<file path="src/rtl/coin_key_pkg.sv">
// rtl/coin_key_pkg.sv - shared types and constants for the coin key conditioner
package coin_key_pkg;

    localparam int CNT_W       = 32;
    localparam int KEY_1YUAN   = 0;
    localparam int KEY_0_5YUAN = 1;

    typedef enum logic [1:0] {
        RELEASED    = 2'd0,
        PRESS_CNT   = 2'd1,
        HELD        = 2'd2,
        RELEASE_CNT = 2'd3
    } ch_state_t;

    function automatic logic [CNT_W-1:0] sat_inc(input logic [CNT_W-1:0] v);
        return (v == '1) ? v : v + CNT_W'(1);
    endfunction

endpackage

</file>
<file path="src/rtl/coin_key_debounce_if.sv">
// rtl/coin_key_debounce_if.sv - raw key inputs and conditioned pulse/level outputs
interface coin_key_debounce_if;
    logic [1:0] key;
    logic [1:0] key_flag;
    logic [1:0] key_level;

    modport master (output key, input key_flag, input key_level);
    modport slave  (input key, output key_flag, output key_level);
endinterface

</file>
<file path="src/rtl/key_debounce_ch.sv">
// rtl/key_debounce_ch.sv - one key channel: synchronizer, debounce FSM, auto-repeat under KEY_REPEAT_EN
module key_debounce_ch
    import coin_key_pkg::*;
#(
    parameter int DEBOUNCE_CYCLES = 1_000_000,
    parameter int HOLD_CYCLES     = 50_000_000,
    parameter int REPEAT_CYCLES   = 25_000_000
) (
    input  logic clk,
    input  logic rst_n,
    input  logic key,
    output logic req,
    output logic level
);
    localparam logic [CNT_W-1:0] DEB_LAST = CNT_W'(DEBOUNCE_CYCLES - 1);

    if (DEBOUNCE_CYCLES < 4 || HOLD_CYCLES < 1 || REPEAT_CYCLES < 1) begin : g_bad_cfg
        $error("coin key debounce: invalid cycle parameters");
    end

    logic            sync1, sync2;
    ch_state_t       state, state_nxt;
    logic [CNT_W-1:0] cnt, cnt_nxt;
    logic            req_nxt;
    logic            rpt_fire;

    always_ff @(posedge clk or negedge rst_n) begin
        if (!rst_n) begin
            sync1 <= 1'b1;
            sync2 <= 1'b1;
        end else begin
            sync1 <= key;
            sync2 <= sync1;
        end
    end

    always_ff @(posedge clk or negedge rst_n) begin
        if (!rst_n) begin
            state <= RELEASED;
            cnt   <= '0;
            req   <= 1'b0;
        end else begin
            state <= state_nxt;
            cnt   <= cnt_nxt;
            req   <= req_nxt;
        end
    end

    // level drops on the qualifying edge itself, so the registered output
    // leaves HELD one cycle sooner than it enters it
    always_comb begin
        state_nxt = state;
        cnt_nxt   = '0;
        req_nxt   = rpt_fire;
        level     = 1'b0;
        case (state)
            RELEASED: begin
                if (!sync2) state_nxt = PRESS_CNT;
            end
            PRESS_CNT: begin
                if (sync2) begin
                    state_nxt = RELEASED;
                end else if (cnt == DEB_LAST) begin
                    state_nxt = HELD;
                    req_nxt   = 1'b1;
                end else begin
                    cnt_nxt = sat_inc(cnt);
                end
            end
            HELD: begin
                level = 1'b1;
                if (sync2) state_nxt = RELEASE_CNT;
            end
            RELEASE_CNT: begin
                if (!sync2) begin
                    state_nxt = HELD;
                    level     = 1'b1;
                end else if (cnt == DEB_LAST) begin
                    state_nxt = RELEASED;
                end else begin
                    cnt_nxt = sat_inc(cnt);
                    level   = 1'b1;
                end
            end
            default: state_nxt = RELEASED;
        endcase
    end

`ifdef KEY_REPEAT_EN
    localparam logic [CNT_W-1:0] HOLD_LAST   = CNT_W'(HOLD_CYCLES - 1);
    localparam logic [CNT_W-1:0] REPEAT_LAST = CNT_W'(REPEAT_CYCLES - 1);

    logic [CNT_W-1:0] hold_cnt;
    logic             repeating;

    assign rpt_fire = (state == HELD) && !sync2 &&
                      (hold_cnt == (repeating ? REPEAT_LAST : HOLD_LAST));

    always_ff @(posedge clk or negedge rst_n) begin
        if (!rst_n) begin
            hold_cnt  <= '0;
            repeating <= 1'b0;
        end else if (state != HELD || sync2) begin
            hold_cnt  <= '0;
            repeating <= 1'b0;
        end else if (rpt_fire) begin
            hold_cnt  <= '0;
            repeating <= 1'b1;
        end else begin
            hold_cnt  <= sat_inc(hold_cnt);
        end
    end
`else
    assign rpt_fire = 1'b0;
`endif

endmodule

</file>
<file path="src/rtl/coin_key_debounce.sv">
// rtl/coin_key_debounce.sv - two-channel coin key conditioner with non-coinciding pulses (KEY_REPEAT_EN adds auto-repeat)
module coin_key_debounce
    import coin_key_pkg::*;
#(
    parameter int DEBOUNCE_CYCLES = 1_000_000,
    parameter int HOLD_CYCLES     = 50_000_000,
    parameter int REPEAT_CYCLES   = 25_000_000
) (
    input  logic                 clk,
    input  logic                 rst_n,
    coin_key_debounce_if.slave   keys
);
    logic [1:0] req, lvl, cand;
    logic [1:0] pend, pend_nxt, flag_nxt;
    logic [1:0] key_flag_q, key_level_q;

    key_debounce_ch #(
        .DEBOUNCE_CYCLES (DEBOUNCE_CYCLES),
        .HOLD_CYCLES     (HOLD_CYCLES),
        .REPEAT_CYCLES   (REPEAT_CYCLES)
    ) u_ch_1yuan (
        .clk   (clk),
        .rst_n (rst_n),
        .key   (keys.key[KEY_1YUAN]),
        .req   (req[KEY_1YUAN]),
        .level (lvl[KEY_1YUAN])
    );

    key_debounce_ch #(
        .DEBOUNCE_CYCLES (DEBOUNCE_CYCLES),
        .HOLD_CYCLES     (HOLD_CYCLES),
        .REPEAT_CYCLES   (REPEAT_CYCLES)
    ) u_ch_0_5yuan (
        .clk   (clk),
        .rst_n (rst_n),
        .key   (keys.key[KEY_0_5YUAN]),
        .req   (req[KEY_0_5YUAN]),
        .level (lvl[KEY_0_5YUAN])
    );

    // a waiting 0.5-yuan request beats any fresh 1-yuan request
    always_comb begin
        flag_nxt = 2'b00;
        pend_nxt = 2'b00;
        cand     = req | pend;
        if (pend[KEY_0_5YUAN]) begin
            flag_nxt[KEY_0_5YUAN] = 1'b1;
            pend_nxt[KEY_1YUAN]   = cand[KEY_1YUAN];
            pend_nxt[KEY_0_5YUAN] = req[KEY_0_5YUAN];
        end else if (cand[KEY_1YUAN]) begin
            flag_nxt[KEY_1YUAN]   = 1'b1;
            pend_nxt[KEY_0_5YUAN] = cand[KEY_0_5YUAN];
        end else if (cand[KEY_0_5YUAN]) begin
            flag_nxt[KEY_0_5YUAN] = 1'b1;
        end
    end

    always_ff @(posedge clk or negedge rst_n) begin
        if (!rst_n) begin
            pend        <= 2'b00;
            key_flag_q  <= 2'b00;
            key_level_q <= 2'b00;
        end else begin
            pend        <= pend_nxt;
            key_flag_q  <= flag_nxt;
            key_level_q <= lvl;
        end
    end

    assign keys.key_flag  = key_flag_q;
    assign keys.key_level = key_level_q;

endmodule

</file>
<file path="src/flat_wrapper.sv">
// flat-port wrapper written by rule: the top's interface ports become plain ports
module coin_key_debounce_flat import coin_key_pkg::*;
#(
    parameter int DEBOUNCE_CYCLES = 1_000_000,
    parameter int HOLD_CYCLES     = 50_000_000,
    parameter int REPEAT_CYCLES   = 25_000_000
)
  (clk, rst_n, keys_key, keys_key_flag, keys_key_level);
  coin_key_debounce_if keys_i ();
  input  logic clk;
  input  logic rst_n;
  input wire logic [$bits(keys_i.key)-1:0] keys_key;
  output wire logic [$bits(keys_i.key_flag)-1:0] keys_key_flag;
  output wire logic [$bits(keys_i.key_level)-1:0] keys_key_level;
  assign keys_i.key = keys_key;
  assign keys_key_flag = keys_i.key_flag;
  assign keys_key_level = keys_i.key_level;
  coin_key_debounce #(.DEBOUNCE_CYCLES(DEBOUNCE_CYCLES), .HOLD_CYCLES(HOLD_CYCLES), .REPEAT_CYCLES(REPEAT_CYCLES)) u_core (.clk(clk), .rst_n(rst_n), .keys(keys_i));
endmodule
</file>
<file path="config.mk">
export PLATFORM = sky130hd
export DESIGN_NAME = coin_key_debounce_flat
export DESIGN_NICKNAME = d
export VERILOG_FILES = /design/src/rtl/coin_key_pkg.sv /design/src/rtl/coin_key_debounce_if.sv /design/src/rtl/key_debounce_ch.sv /design/src/rtl/coin_key_debounce.sv /design/src/flat_wrapper.sv
export SDC_FILE = /design/constraint.sdc
export NUM_CORES = 1
export LEC_CHECK = 0
export BUFFER_PORTS_ARGS = -buffer_cell sky130_fd_sc_hd__buf_4
export CAP_MARGIN = 20
export CORE_AREA = 3 3 115 117
export CTS_CLUSTER_DIAMETER = 100
export DETAILED_ROUTE_END_ITERATION = 10
export DIE_AREA = 0 0 118 120
export SYNTH_ARGS = -nofsm -noshare
export SYNTH_HDL_FRONTEND = slang
export SYNTH_SLANG_ARGS = --single-unit
</file>
<file path="constraint.sdc">
create_clock -name clk -period 2.4 [get_ports clk]
set_input_delay 0.72 -clock clk [delete_from_list [all_inputs] [get_ports clk]]
set_output_delay 0.72 -clock clk [all_outputs]
set_load 0.01 [all_outputs]
</file>
# [After elaboration in Yosys (flattened, before gate mapping)]
# Index checks and enable logic that the tools add are counted.
[word_totals] reg_bits=80 output_inout_bits=4 word_cells=82
[classes] addsub=2 n_eq_ne=18 mux=44 bitwise_logic=1 reduce_logical=4
[op_table] cell="32-bit two-way mux" count=8
[op_table] cell="32-bit case mux with 2 select lines" count=2
[op_table] cell="32-bit by 1-bit adder with 32-bit output, second input constant" count=2
[op_table] cell="32-bit by 20-bit equality test with 1-bit output, second input constant" count=2
[op_table] cell="32-bit equality test, second input constant" count=2
[op_table] cell="2-bit two-way mux" count=12
[op_table] cell="1-bit two-way mux" count=18
[op_table] cell="2-bit case mux with 4 select lines" count=2
[op_table] cell="3-bit inequality test, second input constant" count=4
[op_table] cell="2-bit equality test, second input constant" count=4
[op_table] cell="2-bit inequality test, second input constant" count=4
[op_table] cell="4-bit AND reduction" count=2
[op_table] cell="2-bit by 1-bit equality test with 1-bit output, second input constant" count=2
[op_table] cell="2-bit zero test" count=2
[op_table] cell="1-bit case mux with 2 select lines" count=2
[op_table] cell="2-bit bitwise OR" count=1

# [Logic depth before layout (Yosys ltp)]
[depth] ltp_word=5 depth_mapped=8 mapped_depth_nobuf=6

# [By module]
# From an unflattened synthesis, not the netlist that was laid out.
[unflattened] cells_unflattened=467 area_unflattened_um2=4559.4
[modules_own_cells] mod="key_debounce_ch (u_core.u_ch_1yuan)" n_inst=1 cells_each=228 area_each_um2=2203.4 seq_area_each_um2=928.4
[modules_own_cells] mod="key_debounce_ch (u_core.u_ch_0_5yuan)" n_inst=1 cells_each=228 area_each_um2=2174.6 seq_area_each_um2=928.4
[modules_own_cells] mod="coin_key_debounce" n_inst=1 cells_each=11 area_each_um2=181.4 seq_area_each_um2=150.1

# [Worst setup path after synthesis]
# OpenSTA, ideal clock, no wires.
[synth_timing] kind="reg-to-reg" from="register u_core.u_ch_0_5yuan.cnt[0]" to="register u_core.u_ch_0_5yuan.cnt[1]" setup_ps=132 t_arrival_ps=1980 setup_slack_ps=288 stages_incl_launch_ff=8 synth_period_minus_slack_ps=2112 path_cell_list="dfrtp_1 ha_1 nand3_1 or4_4 nor4b_4 buf_6 mux2i_1 nor2_1"
[synth_via] elab_chain_cells=5
[synth_lines] element="start, declared" line="key_debounce_ch.sv:23" source="logic [CNT_W-1:0] cnt, cnt_nxt;"
[synth_lines] element="start signal, assigned" line="key_debounce_ch.sv:44" source="cnt <= cnt_nxt;"
[synth_lines] element="32-bit by 1-bit adder with 32-bit output / 32-bit equality test (equally long branches)" line="coin_key_pkg.sv:16" source="return (v == '1) ? v : v + CNT_W'(1);"
[synth_lines] element="32-bit two-way mux" line="coin_key_pkg.sv:16"
[synth_lines] element="32-bit two-way mux (*)" line="key_debounce_ch.sv:63, key_debounce_ch.sv:78"
[synth_lines] element="32-bit two-way mux, on equally long branches" line="key_debounce_ch.sv:75, key_debounce_ch.sv:61"
[synth_lines] element="32-bit case mux with 2 select lines (*)" line="key_debounce_ch.sv:56" source="case (state)"
[synth_lines] element="named net u_core.u_ch_0_5yuan.cnt_nxt[1]" line="key_debounce_ch.sv:23"
# Mark *: on every way through the listed nets, which the timed path passes. The rest lies on a longest branch.
# A chain may end at the register's enable or synchronous reset.

# [Final worst setup path]
# Ends and elaborated chain as after synthesis.

==> reports/results.txt <==
Setup Skew -> 0.00972 ns
Vias in the first global route -> 3515
Maximum fanout along the worst path -> 18
Cell area after synthesis -> 0.00429 mm²
Final hold vios -> 0
Critical path class -> reg -> reg
IO Port Bufs -> 7
Routed WL -> 10.3 mm
Final worst slack -> 0.191 ns
Most frequent cells in the layout -> 76 x dfrtp_1, 40 x nor2_1, 31 x a21oi_1, 31 x buf_4
Antenna-violating nets left -> 0
RSZ-0062 raised after global routing -> false
Htree depth -> 3
Routed met3 length -> 539 µm
# nets final -> 484
Area of the core -> 0.0125 mm²
Clock sink count -> 80
Most common cell after layout, fill and taps aside -> dfrtp_1
Post-layout min period -> 2.21 ns
Area delta synth->final -> 16.2%
Max-Slew Margin vs Limit -> 36.8%
Clock latency at the later pin of the worst-skew pair -> 0.34 ns
Worst path depth -> 7
Worst Setup SP -> u_core.u_ch_0_5yuan.cnt[0]$_DFF_PN0_
Remaining DRCs -> 0
Seq/Total Area, Yosys -> 46.7%
CP Data Arrival Time -> 2.45 ns
Setup violations, final -> 0
Largest net degree at the start of global routing -> 46
Flop and latch count out of synthesis -> 80
Leak -> 0.00196 µW
Top FF cell, synth -> dfrtp_1
Asr flop ratio synth -> 100%
Yosys Warn Count -> 0
Boundary Pins -> 8
WL met2 -> 4.63 mm
CP endpoint kind -> flip-flop
First-pass DRT Iterations -> 4
Clock Path Buffers -> 2
Tightest Pin Transition -> 0.943 ns
R2R depth -> 7
Setup crit start kind -> flip-flop
Die extent in x -> 118 µm
Reg2reg setup slack -> 0.19 ns
DR vias/cell -> 5.62
Synth top area cells -> dfrtp_1 44%, a21oi_1 3.6%, nor2_1 3.5%
# diodes -> 0
Total gr overflow -> 0
Num rows -> 41
First-pass GRT wire length -> 17.8 mm
Max-cap violations -> 0
Number of synthesized flops with an enable pin -> 0
Initial Utilization -> 34.4%
Die ar. -> 0.0142 mm²
CP max-delay cell -> or4_4
Critical Path Max Stage Delay -> 0.50 ns
Power per cell area -> 563 mW/mm²
Die extent in y -> 120 µm
Worst Path Buf+Inv -> 1
Synth area leader -> dfrtp_1
Initial antenna violation count -> 0
Cells on Worst Hold Path -> 0
Crit Reg-Reg Endpoint -> u_core.u_ch_0_5yuan.cnt[1]$_DFF_PN0_
Syn_area_per_cell -> 9.54 µm²
Top delay family on crit path -> simple AND/OR/NAND/NOR gates
Routability cong. -> 0.899
Max-slew violation total from the final report -> 0
Critical Path End -> u_core.u_ch_0_5yuan.cnt[1]$_DFF_PN0_
Metal-1 WL -> 4.92 mm
Post-DR wirelength/cell -> 15.7 µm
Yosys top cell area share -> 44.3%
CTS clk-pin slew, worst paths -> 0.07 ns
Fillers -> 1232
Worst vdd ir -> 333 µV
Detail Placement HPWL -> 7.30 mm
1st-iter DRT viols -> 304
Highest routed layer -> met4
Crit path cell chain -> ha_2 > nand3_1 > or4_4 > nor4b_4 > buf_4 > mux2i_1 > nor2_1
Setup WS pre-CTS -> 0.100 ns
Clock root buffer master -> clkbuf_16
F_max -> 453 MHz
Layout cell share with drive strength beyond 1 -> 13.3%
Unique masters post-synth -> 55
Setup TNS -> 0 ns
CTS tree -> done
Worst r2r src -> u_core.u_ch_0_5yuan.cnt[0]$_DFF_PN0_
Syn Nets -> 456
Status -> finished, final reports clean
Final core utilization -> 40.0%
Worst EP required -> 2.64 ns
Hold Crit Class -> reg -> reg
Post-Synthesis Cells -> 450
Final worst-path cycle share -> 92.0%
Cts hold-fix bufs -> 0
CTS Buf Count -> 9
GR Util All Layers -> 15.5%
Vias post-DR -> 3678
[layer usage]
| layer | vias to the layer above | GRT usage, % |
|---|---|---|
| li1 | 1784 | - |
| met1 | 1792 | 21.4 |
| met3 | 17 | 4.85 |
| met4 | 0 | 6.37 |
| met5 | - | 0 |
| met2 | 85 | 22.5 |
[sequential cells by signal, indices dropped and copies added (netlist names), 2 cells and up, named ones only]
| signal | cells |
|---|---|
| u_core.keys.key_level | 2 |
| u_core.u_ch_1yuan.cnt | 32 |
| u_core.pend | 2 |
| u_core.u_ch_0_5yuan.cnt | 32 |
| u_core.keys.key_flag | 2 |
[what timing repair did]
item / 4_1_cts / 5_1_grt
endpoints found under the setup margin: 0 / 5
setup buffers: 0 / 1
gates resized for setup: 0 / 1
[where the power goes]
group | internal (µW) | leakage [µW] | switching (µW)
registers | 1360 | 0.00110 | 7.67
clock network | 811 | 0.000143 | 554
logic | 21.9 | 0.000716 | 54.4
[synthesized netlist by cell type, drive strengths merged, types with 6 or more instances]
master	instances
or4	16
a21oi	31
nand2	29
and4	8
o31ai	7
dfrtp	76
nor4b	6
inv	8
nor3	9
clkbuf	7
nand3	29
nand4	23
buf	8
o21ai	22
and3	11
xor2	8
a31oi	11
or3	16
mux2i	6
xnor2	14
nor2	40
o211ai	6
nor4	14
[worst min path at each step]
stage	to	slack, ns	startpoint
2_1_floorplan	u_core.u_ch_0_5yuan.sync2$_DFF_PN1_	0.35	u_core.u_ch_0_5yuan.sync1$_DFF_PN1_
4_1_cts	u_core.u_ch_0_5yuan.sync2$_DFF_PN1_	0.36	u_core.u_ch_0_5yuan.sync1$_DFF_PN1_
3_5_place_dp	u_core.u_ch_0_5yuan.sync2$_DFF_PN1_	0.35	u_core.u_ch_0_5yuan.sync1$_DFF_PN1_
3_3_place_gp	u_core.u_ch_0_5yuan.sync2$_DFF_PN1_	0.35	u_core.u_ch_0_5yuan.sync1$_DFF_PN1_
6_report	u_core.u_ch_1yuan.sync2$_DFF_PN1_	0.36	u_core.u_ch_1yuan.sync1$_DFF_PN1_
5_1_grt	u_core.u_ch_0_5yuan.sync2$_DFF_PN1_	0.36	u_core.u_ch_0_5yuan.sync1$_DFF_PN1_
[kinds of logic after synthesis]
kind of cell / after synthesis / share of synthesized area, %
AO/OA/AOI/OAI: 98 / 14.2
buffers and inverters: 23 / 2.36
AND/OR/NAND/NOR: 219 / 30.2
multiplexers: 6 / 1.40
adder cells (fa/ha/maj): 2 / 0.583
flip-flops: 80 / 46.7
XOR/XNOR: 22 / 4.49
[layout make-up]
class	count	area, µm²	share of cell area [%]
multi-input combinational	347	2190	43.8
sequential	80	2010	40.2
timing repair buffer	32	253	5.06
clock buffer	10	229	4.59
tap	172	215	4.31
clock inverter	6	68.8	1.38
inverter	8	30.0	0.602
[per-stage QoR]
stage          instance area, µm²  cells  hold slack [ns]  total power [µW]
3_3_place_gp                 4680    638            0.347              1470
6_report                     4990    655            0.360              2810
3_5_place_dp                 4680    638            0.347              1470
5_1_grt                      4990    655            0.363              2930
2_1_floorplan                4290    450            0.345              1420
4_1_cts                      4980    654            0.361              2850
Note: power is estimated with default switching activity, not from simulation.
